<file path="src/rtl/axil2lb_pkg.sv">
// Shared types and constants for the AXI4-Lite to local-bus bridge.
//   RESP_W       width of the AXI-Lite BRESP/RRESP fields
//   RESP_OKAY    normal completion
//   RESP_SLVERR  local-bus access timed out
//   wr_state_t   write-path FSM states
//   rd_state_t   read-path FSM states
package axil2lb_pkg;

  localparam int unsigned RESP_W = 2;

  localparam logic [RESP_W-1:0] RESP_OKAY   = 2'b00;
  localparam logic [RESP_W-1:0] RESP_SLVERR = 2'b10;

  typedef enum logic [1:0] {
    W_IDLE = 2'd0,
    W_LB   = 2'd1,
    W_RESP = 2'd2
  } wr_state_t;

  typedef enum logic [1:0] {
    R_IDLE = 2'd0,
    R_LB   = 2'd1,
    R_RESP = 2'd2
  } rd_state_t;

endpackage

</file>
<file path="src/rtl/axil2lb_if.sv">
// AXI4-Lite bus bundle between an AXI-Lite master and the bridge.
//   AW channel: awaddr, awprot, awvalid -> / <- awready
//   W  channel: wdata, wstrb, wvalid    -> / <- wready
//   B  channel: <- bresp, bvalid        / bready ->
//   AR channel: araddr, arprot, arvalid -> / <- arready
//   R  channel: <- rdata, rresp, rvalid / rready ->
// Modports: master (bus driver), slave (bridge side).
interface axil2lb_if
  import axil2lb_pkg::*;
#(
  parameter int unsigned ADDR_W = 16,
  parameter int unsigned DATA_W = 32
) ();

  localparam int unsigned STRB_W = DATA_W / 8;

  logic [ADDR_W-1:0] awaddr;
  logic [2:0]        awprot;
  logic              awvalid;
  logic              awready;
  logic [DATA_W-1:0] wdata;
  logic [STRB_W-1:0] wstrb;
  logic              wvalid;
  logic              wready;
  logic [RESP_W-1:0] bresp;
  logic              bvalid;
  logic              bready;
  logic [ADDR_W-1:0] araddr;
  logic [2:0]        arprot;
  logic              arvalid;
  logic              arready;
  logic [DATA_W-1:0] rdata;
  logic [RESP_W-1:0] rresp;
  logic              rvalid;
  logic              rready;

  modport slave (
    input  awaddr, awprot, awvalid, output awready,
    input  wdata, wstrb, wvalid,    output wready,
    output bresp, bvalid,           input  bready,
    input  araddr, arprot, arvalid, output arready,
    output rdata, rresp, rvalid,    input  rready
  );

  modport master (
    output awaddr, awprot, awvalid, input  awready,
    output wdata, wstrb, wvalid,    input  wready,
    input  bresp, bvalid,           output bready,
    output araddr, arprot, arvalid, input  arready,
    input  rdata, rresp, rvalid,    output rready
  );

endinterface

</file>
<file path="src/rtl/axil2lb_timeout.sv">
// Cycle counter that flags a local-bus access which has waited too long.
//   clk, rst  clock, synchronous active-high reset
//   run       access in progress; counter is held at 0 while low
//   done      local bus answered this cycle; suppresses expiry
//   expired   last allowed cycle passed without an answer (TIMEOUT=0: never)
module axil2lb_timeout #(
  parameter int unsigned TIMEOUT = 255
) (
  input  logic clk,
  input  logic rst,
  input  logic run,
  input  logic done,
  output logic expired
);

  localparam int unsigned CNT_W = (TIMEOUT > 0) ? $clog2(TIMEOUT + 1) : 1;
  localparam logic [CNT_W-1:0] LAST = CNT_W'(TIMEOUT - 1);

  logic [CNT_W-1:0] cnt;

  // Cleared whenever idle, so every new access starts counting from 0.
  always_ff @(posedge clk) begin
    if (rst || !run) begin
      cnt <= '0;
    end else begin
      cnt <= cnt + CNT_W'(1);
    end
  end

  // Combinational so the owning FSM leaves on exactly the TIMEOUT-th cycle.
  assign expired = (TIMEOUT != 0) && run && !done && (cnt == LAST);

endmodule

</file>
<file path="src/rtl/axil2lb_bridge.sv">
// AXI4-Lite slave that turns each transaction into one local-bus access.
//   clk, rst     clock, synchronous active-high reset
//   axil         AXI-Lite slave bundle (PROT ignored)
//   lb_w*        write request: addr/data/strb with lb_wen held until lb_wready
//   lb_r*        read request: lb_raddr with lb_ren held until lb_rvalid/lb_rdata
// Read and write paths run independently; each has its own timeout.
module axil2lb_bridge
  import axil2lb_pkg::*;
#(
  parameter int unsigned ADDR_W  = 16,
  parameter int unsigned DATA_W  = 32,
  parameter int unsigned STRB_W  = DATA_W / 8,
  parameter int unsigned TIMEOUT = 255
) (
  input  logic              clk,
  input  logic              rst,
  axil2lb_if.slave          axil,
  output logic [ADDR_W-1:0] lb_waddr,
  output logic [DATA_W-1:0] lb_wdata,
  output logic [STRB_W-1:0] lb_wstrb,
  output logic              lb_wen,
  input  logic              lb_wready,
  output logic [ADDR_W-1:0] lb_raddr,
  output logic              lb_ren,
  input  logic [DATA_W-1:0] lb_rdata,
  input  logic              lb_rvalid
);

  wr_state_t         w_state, w_state_nxt;
  rd_state_t         r_state, r_state_nxt;
  logic              aw_held, aw_held_nxt, w_held, w_held_nxt;
  logic              awready_q, wready_q, bvalid_q;
  logic              arready_q, rvalid_q;
  logic [RESP_W-1:0] bresp_q, bresp_nxt, rresp_q, rresp_nxt;
  logic [DATA_W-1:0] rdata_q, rdata_nxt;
  logic              aw_hs, w_hs, ar_hs;
  logic              w_expired, r_expired;
  logic              unused_prot;

  assign unused_prot  = ^{axil.awprot, axil.arprot};

  assign axil.awready = awready_q;
  assign axil.wready  = wready_q;
  assign axil.bvalid  = bvalid_q;
  assign axil.bresp   = bresp_q;
  assign axil.arready = arready_q;
  assign axil.rvalid  = rvalid_q;
  assign axil.rresp   = rresp_q;
  assign axil.rdata   = rdata_q;

  // READYs are only ever high in the idle state, so these are true handshakes.
  assign aw_hs = axil.awvalid && awready_q;
  assign w_hs  = axil.wvalid  && wready_q;
  assign ar_hs = axil.arvalid && arready_q;

  axil2lb_timeout #(.TIMEOUT(TIMEOUT)) u_wr_timeout (
    .clk     (clk),
    .rst     (rst),
    .run     (w_state == W_LB),
    .done    (lb_wready),
    .expired (w_expired)
  );

  axil2lb_timeout #(.TIMEOUT(TIMEOUT)) u_rd_timeout (
    .clk     (clk),
    .rst     (rst),
    .run     (r_state == R_LB),
    .done    (lb_rvalid),
    .expired (r_expired)
  );

  // Write path next state: collect AW and W in any order, then one lb write.
  always_comb begin
    w_state_nxt = w_state;
    aw_held_nxt = aw_held;
    w_held_nxt  = w_held;
    bresp_nxt   = bresp_q;
    case (w_state)
      W_IDLE: begin
        if (aw_hs) aw_held_nxt = 1'b1;
        if (w_hs)  w_held_nxt  = 1'b1;
        if (aw_held_nxt && w_held_nxt) w_state_nxt = W_LB;
      end
      W_LB: begin
        // An answer on the final cycle beats the timeout.
        if (lb_wready) begin
          w_state_nxt = W_RESP;
          bresp_nxt   = RESP_OKAY;
        end else if (w_expired) begin
          w_state_nxt = W_RESP;
          bresp_nxt   = RESP_SLVERR;
        end
      end
      W_RESP: begin
        if (axil.bready) begin
          w_state_nxt = W_IDLE;
          aw_held_nxt = 1'b0;
          w_held_nxt  = 1'b0;
        end
      end
      default: w_state_nxt = W_IDLE;
    endcase
  end

  // Write path registers; outputs are decoded from the next state.
  always_ff @(posedge clk) begin
    if (rst) begin
      w_state   <= W_IDLE;
      aw_held   <= 1'b0;
      w_held    <= 1'b0;
      awready_q <= 1'b0;
      wready_q  <= 1'b0;
      bvalid_q  <= 1'b0;
      bresp_q   <= RESP_OKAY;
      lb_wen    <= 1'b0;
      lb_waddr  <= '0;
      lb_wdata  <= '0;
      lb_wstrb  <= '0;
    end else begin
      w_state   <= w_state_nxt;
      aw_held   <= aw_held_nxt;
      w_held    <= w_held_nxt;
      awready_q <= (w_state_nxt == W_IDLE) && !aw_held_nxt;
      wready_q  <= (w_state_nxt == W_IDLE) && !w_held_nxt;
      bvalid_q  <= (w_state_nxt == W_RESP);
      bresp_q   <= bresp_nxt;
      lb_wen    <= (w_state_nxt == W_LB);
      if (aw_hs) lb_waddr <= axil.awaddr;
      if (w_hs) begin
        lb_wdata <= axil.wdata;
        lb_wstrb <= axil.wstrb;
      end
    end
  end

  // Read path next state: one lb read per AR, data captured on completion.
  always_comb begin
    r_state_nxt = r_state;
    rresp_nxt   = rresp_q;
    rdata_nxt   = rdata_q;
    case (r_state)
      R_IDLE: begin
        if (ar_hs) r_state_nxt = R_LB;
      end
      R_LB: begin
        if (lb_rvalid) begin
          r_state_nxt = R_RESP;
          rdata_nxt   = lb_rdata;
          rresp_nxt   = RESP_OKAY;
        end else if (r_expired) begin
          r_state_nxt = R_RESP;
          rdata_nxt   = '0;
          rresp_nxt   = RESP_SLVERR;
        end
      end
      R_RESP: begin
        if (axil.rready) r_state_nxt = R_IDLE;
      end
      default: r_state_nxt = R_IDLE;
    endcase
  end

  // Read path registers.
  always_ff @(posedge clk) begin
    if (rst) begin
      r_state   <= R_IDLE;
      arready_q <= 1'b0;
      rvalid_q  <= 1'b0;
      rresp_q   <= RESP_OKAY;
      rdata_q   <= '0;
      lb_ren    <= 1'b0;
      lb_raddr  <= '0;
    end else begin
      r_state   <= r_state_nxt;
      arready_q <= (r_state_nxt == R_IDLE);
      rvalid_q  <= (r_state_nxt == R_RESP);
      rresp_q   <= rresp_nxt;
      rdata_q   <= rdata_nxt;
      lb_ren    <= (r_state_nxt == R_LB);
      if (ar_hs) lb_raddr <= axil.araddr;
    end
  end

endmodule

</file>
<file path="src/flat_wrapper.sv">
// flat-port wrapper written by rule: the top's interface ports become plain ports
module axil2lb_bridge_flat import axil2lb_pkg::*;
#(
  parameter int unsigned ADDR_W  = 16,
  parameter int unsigned DATA_W  = 32,
  parameter int unsigned STRB_W  = DATA_W / 8,
  parameter int unsigned TIMEOUT = 255
)
  (clk, rst, lb_waddr, lb_wdata, lb_wstrb, lb_wen, lb_wready, lb_raddr, lb_ren, lb_rdata, lb_rvalid, axil_awaddr, axil_awprot, axil_awvalid, axil_awready, axil_wdata, axil_wstrb, axil_wvalid, axil_wready, axil_bresp, axil_bvalid, axil_bready, axil_araddr, axil_arprot, axil_arvalid, axil_arready, axil_rdata, axil_rresp, axil_rvalid, axil_rready);
  axil2lb_if #(.ADDR_W(ADDR_W), .DATA_W(DATA_W)) axil_i ();
  input  logic clk;
  input  logic rst;
  output logic [ADDR_W-1:0] lb_waddr;
  output logic [DATA_W-1:0] lb_wdata;
  output logic [STRB_W-1:0] lb_wstrb;
  output logic lb_wen;
  input  logic lb_wready;
  output logic [ADDR_W-1:0] lb_raddr;
  output logic lb_ren;
  input  logic [DATA_W-1:0] lb_rdata;
  input  logic lb_rvalid;
  input wire logic [$bits(axil_i.awaddr)-1:0] axil_awaddr;
  input wire logic [$bits(axil_i.awprot)-1:0] axil_awprot;
  input wire logic [$bits(axil_i.awvalid)-1:0] axil_awvalid;
  output wire logic [$bits(axil_i.awready)-1:0] axil_awready;
  input wire logic [$bits(axil_i.wdata)-1:0] axil_wdata;
  input wire logic [$bits(axil_i.wstrb)-1:0] axil_wstrb;
  input wire logic [$bits(axil_i.wvalid)-1:0] axil_wvalid;
  output wire logic [$bits(axil_i.wready)-1:0] axil_wready;
  output wire logic [$bits(axil_i.bresp)-1:0] axil_bresp;
  output wire logic [$bits(axil_i.bvalid)-1:0] axil_bvalid;
  input wire logic [$bits(axil_i.bready)-1:0] axil_bready;
  input wire logic [$bits(axil_i.araddr)-1:0] axil_araddr;
  input wire logic [$bits(axil_i.arprot)-1:0] axil_arprot;
  input wire logic [$bits(axil_i.arvalid)-1:0] axil_arvalid;
  output wire logic [$bits(axil_i.arready)-1:0] axil_arready;
  output wire logic [$bits(axil_i.rdata)-1:0] axil_rdata;
  output wire logic [$bits(axil_i.rresp)-1:0] axil_rresp;
  output wire logic [$bits(axil_i.rvalid)-1:0] axil_rvalid;
  input wire logic [$bits(axil_i.rready)-1:0] axil_rready;
  assign axil_i.awaddr = axil_awaddr;
  assign axil_i.awprot = axil_awprot;
  assign axil_i.awvalid = axil_awvalid;
  assign axil_awready = axil_i.awready;
  assign axil_i.wdata = axil_wdata;
  assign axil_i.wstrb = axil_wstrb;
  assign axil_i.wvalid = axil_wvalid;
  assign axil_wready = axil_i.wready;
  assign axil_bresp = axil_i.bresp;
  assign axil_bvalid = axil_i.bvalid;
  assign axil_i.bready = axil_bready;
  assign axil_i.araddr = axil_araddr;
  assign axil_i.arprot = axil_arprot;
  assign axil_i.arvalid = axil_arvalid;
  assign axil_arready = axil_i.arready;
  assign axil_rdata = axil_i.rdata;
  assign axil_rresp = axil_i.rresp;
  assign axil_rvalid = axil_i.rvalid;
  assign axil_i.rready = axil_rready;
  axil2lb_bridge #(.ADDR_W(ADDR_W), .DATA_W(DATA_W), .STRB_W(STRB_W), .TIMEOUT(TIMEOUT)) u_core (.clk(clk), .rst(rst), .axil(axil_i), .lb_waddr(lb_waddr), .lb_wdata(lb_wdata), .lb_wstrb(lb_wstrb), .lb_wen(lb_wen), .lb_wready(lb_wready), .lb_raddr(lb_raddr), .lb_ren(lb_ren), .lb_rdata(lb_rdata), .lb_rvalid(lb_rvalid));
endmodule
</file>
<file path="config.mk">
export PLATFORM = sky130hd
export DESIGN_NAME = axil2lb_bridge_flat
export DESIGN_NICKNAME = d
export VERILOG_FILES = /design/src/rtl/axil2lb_pkg.sv /design/src/rtl/axil2lb_if.sv /design/src/rtl/axil2lb_timeout.sv /design/src/rtl/axil2lb_bridge.sv /design/src/flat_wrapper.sv
export SDC_FILE = /design/constraint.sdc
export NUM_CORES = 1
export LEC_CHECK = 0
export CAP_MARGIN = 20
export CORE_MARGIN = 2
export CORE_UTILIZATION = 25
export CTS_CLUSTER_SIZE = 16
export DETAILED_ROUTE_END_ITERATION = 6
export MAX_ROUTING_LAYER = met4
export SYNTH_ARGS = -nofsm -noshare
export SYNTH_HDL_FRONTEND = slang
export SYNTH_SLANG_ARGS = --single-unit
</file>
<file path="constraint.sdc">
create_clock -name clk -period 1.55 [get_ports clk]
set_input_delay 0.155 -clock clk [delete_from_list [all_inputs] [get_ports clk]]
set_output_delay 0.155 -clock clk [all_outputs]
set_load 0.01 [all_outputs]
</file>
==> summary.md <==
| Metric | Value |
|---|---|
| Internal power | `6950 uW` |
| Vias in the first global route | `4680` |
| Post-Synthesis Cells | `592` |
| Root buf cell | `clkbuf_16` |
| Register area share after synthesis | `51.5%` |
| Die height | `147 um` |
| CP top delay family | `buffers and inverters` |
| Cts bufs inserted | `17` |
| Die Footprint | `21500 um^2` |
| RSZ-0062 raised after global routing | `false` |
| Nature of the critical path endpoint | `output port` |
| Synth Cell Area | `5100 um^2` |
| Chip width | `147 um` |
| Routed WL per cell | `14.1 um` |
| Worst Hold Class | `in2reg` |
| Worst-Skew Late Latency | `0.41 ns` |
| Status | `complete, no violations` |
| Largest net degree at the start of global routing | `61` |
| Synth top area share | `51.5%` |
| Main combinational cell family by area after synthesis | `compound AO/OA/AOI/OAI gates` |
| Initial antenna violation count | `0` |
| Synth area leader | `dfxtp_1` |
| Dpl ws | `0.0448 ns` |
| Placed Cells | `1060` |
| Final Util | `41.0%` |
| Share of cells above drive strength 1 | `8.28%` |
| DRT antenna net count | `0` |
| Initial Utilization | `25.3%` |
| Crit path buffers/inverters | `1` |
| #FFs+latches synth | `131` |
| Setup CP Type | `reg2out` |
| Psw | `2240 uW` |
| Final std cells w/o fill | `1091` |
| VDD IR-drop max | `0.000667 V` |
| DRC | `0` |
| HPWL Detailed | `10600 um` |
| Final instance area | `8250 um^2` |
| Post-Synth XOR/XNOR Area | `1.03%` |
| Post-layout nets | `928` |
| Number of max-cap violations | `0` |
| YS warnings | `0` |
| TritonRoute pass-1 iters | `4` |
| P_leak | `0.00311 uW` |
| Overflow after GRT | `0` |
| GP Congestion | `0.751` |
| Slew Viols, Final | `0` |
| N_diodes | `0` |
| Post-Synth Simple-Gate Area | `18.9%` |
| Gr usage total | `14.4%` |
| Synth Area in Adders | `0.982%` |
| Synth area leaders | `dfxtp_1 (51%), nand2_1 (13%), a21oi_1 (7.9%)` |
| PwrDens | `1110 nW/um^2` |
| Tmin final | `1.49 ns` |
| CTS tree | `built` |
| Post-placement cell area | `7630 um^2` |
| Hold Vio Cnt, Final | `0` |
| I/O Buffers | `217` |
| Syn Area/Cell | `8.61 um^2` |
| Clk sinks | `131` |
| Post-route clock period utilization | `96.2%` |
| Max clock buf depth | `2` |
| Critical Path AT | `1.34 ns` |
| H-tree depth | `4` |
| Slowest stage delay, CP | `0.57 ns` |
| EDFF count, synth | `0` |
| Flop pwr share | `40.1%` |
| Clk pin slew, worst setup/hold paths | `0.06 ns` |
| Cts-stage hold buffer count | `0` |
| First-pass GRT wire length | `24300 um` |
| DR vias | `4977` |
| Critical Path Start Type | `flop` |
| Synth unique cells | `44` |
| Combinational power share | `14.7%` |
| Post-synthesis async set-or-reset flop share | `0%` |
| Final Skew | `0.0111 ns` |
| Crit-path cells | `clkdlybuf4s50_1` |
| Routed WL | `15400 um` |
| Part of the power in the clock network | `45.2%` |
| Ports | `226` |
| Multiplexer share of the synthesized area | `0%` |
| P&R area growth vs syn | `61.8%` |
| Post-synthesis compound-gate area fraction | `21.8%` |
| DRT iter0 DRCs | `190` |
| Sw Ratio | `24.4%` |
| Via density | `4.56` |
| Area of the core | `20100 um^2` |
| WP data required | `1.39 ns` |
| Slowest CP cell | `clkdlybuf4s50_1` |
| Final WS setup | `0.0584 ns` |
| Dominant synthesized flop cell | `dfxtp_1` |
| Crit-path max FO | `3` |
| Setup_tns | `0 ns` |
| Final setup fails | `0` |
| Cell row count | `52` |
| Fmax | `670 MHz` |
logic make-up (layout without fill, tap and decap cells):
| group | count (synthesis) | in the layout |
|---|---|---|
| AND/OR/NAND/NOR | 228 | 228 |
| XOR/XNOR | 6 | 6 |
| adder cells (fa/ha/maj) | 4 | 4 |
| AO/OA/AOI/OAI | 167 | 167 |
| buffers and inverters | 55 | 283 |
| other | 1 | 2 |
| flip-flops | 131 | 131 |
cell usage after synthesis (3+ instances only):
| library cell | number |
|---|---|
| nand2_1 | 174 |
| o211ai_1 | 32 |
| nor2_1 | 15 |
| or3_1 | 8 |
| ha_1 | 4 |
| nor3_1 | 3 |
| buf_1 | 3 |
| buf_6 | 7 |
| dfxtp_1 | 131 |
| o21ai_0 | 8 |
| a32oi_1 | 32 |
| xor2_1 | 4 |
| a21oi_1 | 80 |
| and2_1 | 5 |
| buf_4 | 3 |
| nand2b_1 | 3 |
| clkbuf_1 | 17 |
| nand3_1 | 9 |
| inv_1 | 7 |
| buf_2 | 17 |
metrics by stage:
stage | hold WS, ns | power [uW]
2_1_floorplan | 0.252 | 4300
3_3_place_gp | 0.441 | 5120
3_5_place_dp | 0.446 | 5130
4_1_cts | 0.270 | 9340
5_1_grt | 0.278 | 9610
6_report | 0.294 | 9190
power groups by stage:
stage / clock network (uW) / logic (uW) / registers [uW]
4_1_cts: 4280 / 1370 / 3690
3_5_place_dp: 0 / 1370 / 3760
2_1_floorplan: 0 / 462 / 3830
3_3_place_gp: 0 / 1370 / 3750
6_report: 4150 / 1350 / 3690
5_1_grt: 4430 / 1470 / 3710
worst paths after layout:
path                              start                   end  slack (ns)  cells after the start
max reg2reg  u_core.u_rd_timeout.cnt[3]  u_core.axil.rresp[1]        0.17                      4
min reg2reg         u_core.lb_wdata[29]   u_core.lb_wdata[29]        0.45                      2
min                      axil_wdata[30]   u_core.lb_wdata[30]        0.29                      3
max                  u_core.axil.wready           axil_wready        0.06                      1
cells in the final DEF, fill, tap and decap left out, types with 2 or more instances in the layout:
cell type        count
or3_1                8
a211o_1              2
and2_1               5
nor2_1              14
a21oi_1             80
buf_4               22
clkinv_4             2
a21o_1               2
nand3_1              9
conb_1               2
a2111oi_2            2
xnor2_1              2
bufinv_16            3
clkbuf_8             2
inv_1                7
o41ai_1              2
nand2_1            174
o211ai_1            32
ha_1                 4
a22o_1               2
o21ai_0              8
nand2b_1             3
clkbuf_16           17
xor2_1               4
a32oi_1             32
nor3_1               3
inv_6                2
clkdlybuf4s50_1    212
clkinvlp_4           3
dfxtp_1            131
buf_12               5
dlymetal6s2s_1       4
layer usage:
metal  track usage [%]  part of all wire [%]
met1              18.7                    46
met5                 -                     0
met4              4.27                   1.0
met3              4.60                   8.7
met2              21.6                    44
registers in the layout, indices dropped and copies added, names as in the netlist, 2 cells and up:
signal / cells
u_core.axil.rdata: 32
u_core.lb_wdata: 32
u_core.lb_raddr: 16
u_core.lb_waddr: 16
u_core.u_rd_timeout.cnt: 8
u_core.u_wr_timeout.cnt: 8
u_core.lb_wstrb: 4
u_core.r_state: 2
u_core.w_state: 2
final cells by class:
cell class	count	area, um^2
multi-input cells	407	2200
fillers	2000	11900
well taps	270	338
clock inverters	11	153
flip-flops and latches	131	2620
inverters	8	30.0
repair buffers	244	2440
clock buffers	20	457
repair_timing:
action	in CTS	in global routing
endpoints found under the hold margin	0	0
resized for setup	0	4
buffers inserted	0	0
endpoints found under the setup margin	0	4
No activity file was read; power rests on OpenSTA's default activity.
